[src/rtl/bcd_display_mux_2digit.sv]
// Two-digit multiplexed 7-segment driver.
// Holds a BCD pair captured on a load strobe and alternates the two digits
// onto one shared segment bus. Each digit phase begins with a blank guard
// cycle so the previous digit's pattern never ghosts onto the next anode.
// Anodes are always active-low; segment polarity is selectable.
//
// Handshake: load is a fire-and-forget strobe with no ready. Whenever load
// is high at a rising edge, units/tens are captured; when load is low the
// digit inputs are ignored. There is no back-pressure and a load never
// disturbs the refresh timing.
module bcd_display_mux_2digit #(
  parameter int REFRESH_DIV    = 4,
  parameter bit SEG_ACTIVE_LOW = 1'b1
) (
  input  logic       clk,
  input  logic       reset,
  input  logic [3:0] units,
  input  logic [3:0] tens,
  input  logic       load,
  input  logic       blank_zero,
  output logic [6:0] seg,
  output logic [1:0] an
);

  localparam int              CNT_W    = $clog2(REFRESH_DIV);
  localparam logic [CNT_W-1:0] CNT_LAST = CNT_W'(REFRESH_DIV - 1);
  localparam logic [6:0]      SEG_OFF  = SEG_ACTIVE_LOW ? 7'b1111111 : 7'b0000000;
  localparam logic [1:0]      AN_OFF   = 2'b11;
  localparam logic [1:0]      AN_UNITS = 2'b10;
  localparam logic [1:0]      AN_TENS  = 2'b01;

  typedef enum logic {
    PH_UNITS = 1'b0,
    PH_TENS  = 1'b1
  } phase_e;

  // Phase state and position within the phase
  phase_e           phase_q, phase_d;
  logic [CNT_W-1:0] cnt_q, cnt_d;

  // Captured digits
  logic [3:0] held_units_q, held_units_d;
  logic [3:0] held_tens_q, held_tens_d;

  // Registered pin drivers
  logic [6:0] seg_q, seg_d;
  logic [1:0] an_q, an_d;

  // Output-stage helpers
  logic [3:0] digit_sel;
  logic [6:0] pattern;
  logic       guard_cycle;
  logic       suppress_tens;

  // Active-high segment pattern {g,f,e,d,c,b,a}; non-BCD codes show a dash
  function automatic logic [6:0] bcd_to_seg(input logic [3:0] d);
    logic [6:0] p;
    case (d)
      4'd0:    p = 7'b0111111;
      4'd1:    p = 7'b0000110;
      4'd2:    p = 7'b1011011;
      4'd3:    p = 7'b1001111;
      4'd4:    p = 7'b1100110;
      4'd5:    p = 7'b1101101;
      4'd6:    p = 7'b1111101;
      4'd7:    p = 7'b0000111;
      4'd8:    p = 7'b1111111;
      4'd9:    p = 7'b1101111;
      default: p = 7'b1000000;
    endcase
    return p;
  endfunction

  // Phase state register; reset restarts at the UNITS guard position
  always_ff @(posedge clk) begin
    if (reset) begin
      phase_q <= PH_UNITS;
      cnt_q   <= '0;
    end else begin
      phase_q <= phase_d;
      cnt_q   <= cnt_d;
    end
  end

  // Next phase: count through the phase, toggle the digit on wrap
  always_comb begin
    phase_d = phase_q;
    cnt_d   = cnt_q + 1'b1;
    if (cnt_q == CNT_LAST) begin
      cnt_d   = '0;
      phase_d = (phase_q == PH_UNITS) ? PH_TENS : PH_UNITS;
    end
  end

  // Held digit registers
  always_ff @(posedge clk) begin
    if (reset) begin
      held_units_q <= '0;
      held_tens_q  <= '0;
    end else begin
      held_units_q <= held_units_d;
      held_tens_q  <= held_tens_d;
    end
  end

  // Capture new digits only on a load strobe
  always_comb begin
    held_units_d = held_units_q;
    held_tens_d  = held_tens_q;
    if (load) begin
      held_units_d = units;
      held_tens_d  = tens;
    end
  end

  // Output decode: guard cycle and leading-zero suppression blank the bus
  always_comb begin
    digit_sel     = (phase_q == PH_TENS) ? held_tens_q : held_units_q;
    pattern       = bcd_to_seg(digit_sel);
    guard_cycle   = (cnt_q == '0);
    suppress_tens = (phase_q == PH_TENS) && blank_zero && (held_tens_q == 4'd0);
    seg_d         = SEG_OFF;
    an_d          = AN_OFF;
    if (!guard_cycle && !suppress_tens) begin
      an_d  = (phase_q == PH_TENS) ? AN_TENS : AN_UNITS;
      seg_d = SEG_ACTIVE_LOW ? ~pattern : pattern;
    end
  end

  // Registered pins; reset turns every anode and segment off
  always_ff @(posedge clk) begin
    if (reset) begin
      seg_q <= SEG_OFF;
      an_q  <= AN_OFF;
    end else begin
      seg_q <= seg_d;
      an_q  <= an_d;
    end
  end

  assign seg = seg_q;
  assign an  = an_q;

endmodule
[config.mk]
export PLATFORM = sky130hd
export DESIGN_NAME = bcd_display_mux_2digit
export DESIGN_NICKNAME = d
export VERILOG_FILES = /design/src/rtl/bcd_display_mux_2digit.sv
export SDC_FILE = /design/constraint.sdc
export NUM_CORES = 1
export LEC_CHECK = 0
export CORE_MARGIN = 4
export CORE_UTILIZATION = 30
export DETAILED_ROUTE_END_ITERATION = 10
export PLACE_DENSITY = 0.48
export SLEW_MARGIN = 25
export SYNTH_ARGS = -nofsm -noshare
export SYNTH_HDL_FRONTEND = slang
export SYNTH_SLANG_ARGS = --single-unit
[constraint.sdc]
create_clock -name clk -period 1.89 [get_ports clk]
set_input_delay 0.378 -clock clk [delete_from_list [all_inputs] [get_ports clk]]
set_output_delay 0.378 -clock clk [all_outputs]
set_load 0.02 [all_outputs]
==> results.cfg <==
[synthesis]
synth_top_cells_by_area = dfxtp_1 (43%), mux2i_1 (12%), ha_1 (9.4%)
avgSynthCellArea_um2 = 9.838
synth_nets = 114
async_reset_ff_share_pct = 0
synth.most_common_cell = dfxtp_1
synth.distinct_cells = 28
synth_common_cells = dfxtp_1 (20), nor2_1 (15), mux2i_1 (11)
synthCells = 95
yosysWarnings = 0
synth_seq_cells = 20
yosysTopAreaCell = dfxtp_1
synth_edf_count = 0
yosys.area.top_type_share_pct = 42.84
yosysSeqAreaShare_pct = 42.84
syn_area_um2 = 934.6
synth_flop_cell = dfxtp_1

[power]
p_switching_w = 0.0002648
vdd_drop_max_mv = 0.3163
powerDensity_nw_per_um2 = 757.2
leakage_nw = 0.5058
switching_share_pct = 28.61
pwr-share-clk_pct = 21.7
p_int_w = 0.0006608
power_w = 0.0009256
power_frac_comb_pct = 25.9
seqPwrFrac_pct = 52.4

[sta]
fmax_mhz = 598.6
maxSlewHeadroom_pct = 71.38
tns_ns = 0
drv_slew = 0
worst_pin_slew_ns = 0.4185
setup_ws_ns = 0.2194
hold_violations = 0
setup-violations-final = 0
post-route-period-util_pct = 88.39
rsz0062_at_grt = false
post-route-min-period_ns = 1.671
finClkSkew_ns = 0.0008705

[setup_path]
path_max_fanout = 5
worstSetupPathType = flip-flop to flip-flop
end_kind = flip-flop
r2r_slack_ns = 0.22
cp.arrival_ns = 1.85
crit_required_ns = 2.07
worst_setup_path_start_kind = flip-flop

[clock_tree]
cts_buffers = 3
cts_setup_buffers = 0
ctsResizeCount = 0
ctsHoldBuffers = 0
insertion_delay_ns = 0.30
cts.clk_slew.worst_paths_ns = 0.11
cts_tree = built
cts_root_buffer = clkbuf_4
clock-sinks = 20
htree_levels = 1
cts_buffer_depth = 2

[cells_and_area]
drive_gt1_share_pct = 10.92
antennaDiodeCount = 0
nets = 140
fin_util_pct = 42.50
syn_to_final_growth_pct = 30.79

[global_route]
antenna_found_initial = 0
grt_pass1_vias = 703
grt_pass1_wl_um = 3174
grt_max_degree = 13
grt_usage_pct = 9.897
grt_overflow = 0

[route]
totalWireLength_um = 1771
wl_per_cell_um = 11.00
drt_first_pass_iters = 4
avgViaCountPerCell = 4.379
drc = 0
ant_nets = 0
drtIter0Drc = 17
dr_total_vias = 705

[flow_run]
drv_cap = 0

[placed_design]
port-buffer-count = 20
dp_hpwl_um = 1406
dp_slack_ns = 0.2188
gp_congestion = 0.7561

[floorplan]
io_pins = 21
fp.dieW_um = 63.82
row_count = 19
core-area_um2 = 2877
design.die.area_um2 = 4072
die_h_um = 63.82
start_util_pct = 32.49

[status]
run_status = completed

[hold_path]
hp-class = flip-flop to flip-flop
## power by group through the flow
stage	combinational, W	clock [W]	sequential, W
floorplan	0.000125	0	0.000516
global placement	0.000242	0	0.000495
detailed placement	0.000243	0	0.000496
CTS	0.000244	0.000218	0.000486
global route	0.000266	0.000232	0.000491
finish	0.000239	0.000201	0.000485
## flip-flops by register name, summed over array words and instances, names as in the netlist
signal and cells:
phase_q 1, seg 7, an 2, held_tens_q 4, cnt_q 2, held_units_q 4
## area by class of cell
| class | count | area (µm²) |
|---|---|---|
| Fill cell | 289 | 1654 |
| Multi-Input combinational cell | 66 | 490.5 |
| Sequential cell | 20 | 400.4 |
| Timing Repair Buffer | 25 | 237.7 |
| Tap cell | 42 | 52.55 |
| Clock buffer | 3 | 22.52 |
| Inverter | 5 | 18.77 |
## metrics by stage
stage / hold slack [ns] / instances / cell area, µm²
global route: 0.4979 / 161 / 1222
detailed placement: 0.4527 / 158 / 1200
floorplan: 0.4270 / 95 / 934.6
finish: 0.4643 / 161 / 1222
CTS: 0.4689 / 161 / 1222
global placement: 0.4398 / 158 / 1200
## worst max-delay path, cell delays in order (launching register included)
cell     delay [ns]
dfxtp_1        0.43
mux2i_1        0.33
inv_1          0.11
ha_1           0.20
inv_1          0.07
a21oi_1        0.07
a21oi_1        0.23
o21ai_0        0.12
## placed cells by master, fill, tap and decap left out, types with 2 or more instances in the layout
master	Yosys	layout
mux2i_1	11	11
nor2_1	15	15
o21ai_1	4	4
buf_4	0	5
dfxtp_1	20	20
inv_1	5	5
ha_1	7	7
nand2_1	4	4
clkdlybuf4s50_1	0	20
nor3_1	3	3
nor2b_1	2	2
clkbuf_4	0	3
a21oi_1	5	5
## routing by layer
layer | GRT usage (%) | wire length (µm) | vias to the layer above
li1 | - | - | 375
met1 | 12.24 | 882 | 310
met2 | 15.74 | 762 | 18
met3 | 2.802 | 93 | 2
met4 | 4.852 | 32 | 0
met5 | 0 | 0 | -
## final timing paths
kind / startpoint / endpoint / cells past startpoint
worst max-delay path: phase_q$_SDFFE_PP0N_ / seg[6]$_SDFF_PP1_ / 7
worst min-delay path: cnt_q[0]$_SDFF_PP0_ / cnt_q[0]$_SDFF_PP0_ / 1
worst max register to register: phase_q$_SDFFE_PP0N_ / seg[6]$_SDFF_PP1_ / 7
worst min register to register: cnt_q[0]$_SDFF_PP0_ / cnt_q[0]$_SDFF_PP0_ / 1
## logic make-up after synthesis
kind of cell | Yosys count | share of synthesized area, %
multiplexers | 12 | 12.99
flip-flops | 20 | 42.84
XOR/XNOR | 1 | 0.9373
buffers and inverters | 9 | 4.685
AO/OA/AOI/OAI | 15 | 12.85
adder cells (fa/ha/maj) | 7 | 9.370
AND/OR/NAND/NOR | 31 | 16.33
No activity file was read; power rests on OpenSTA's default activity.
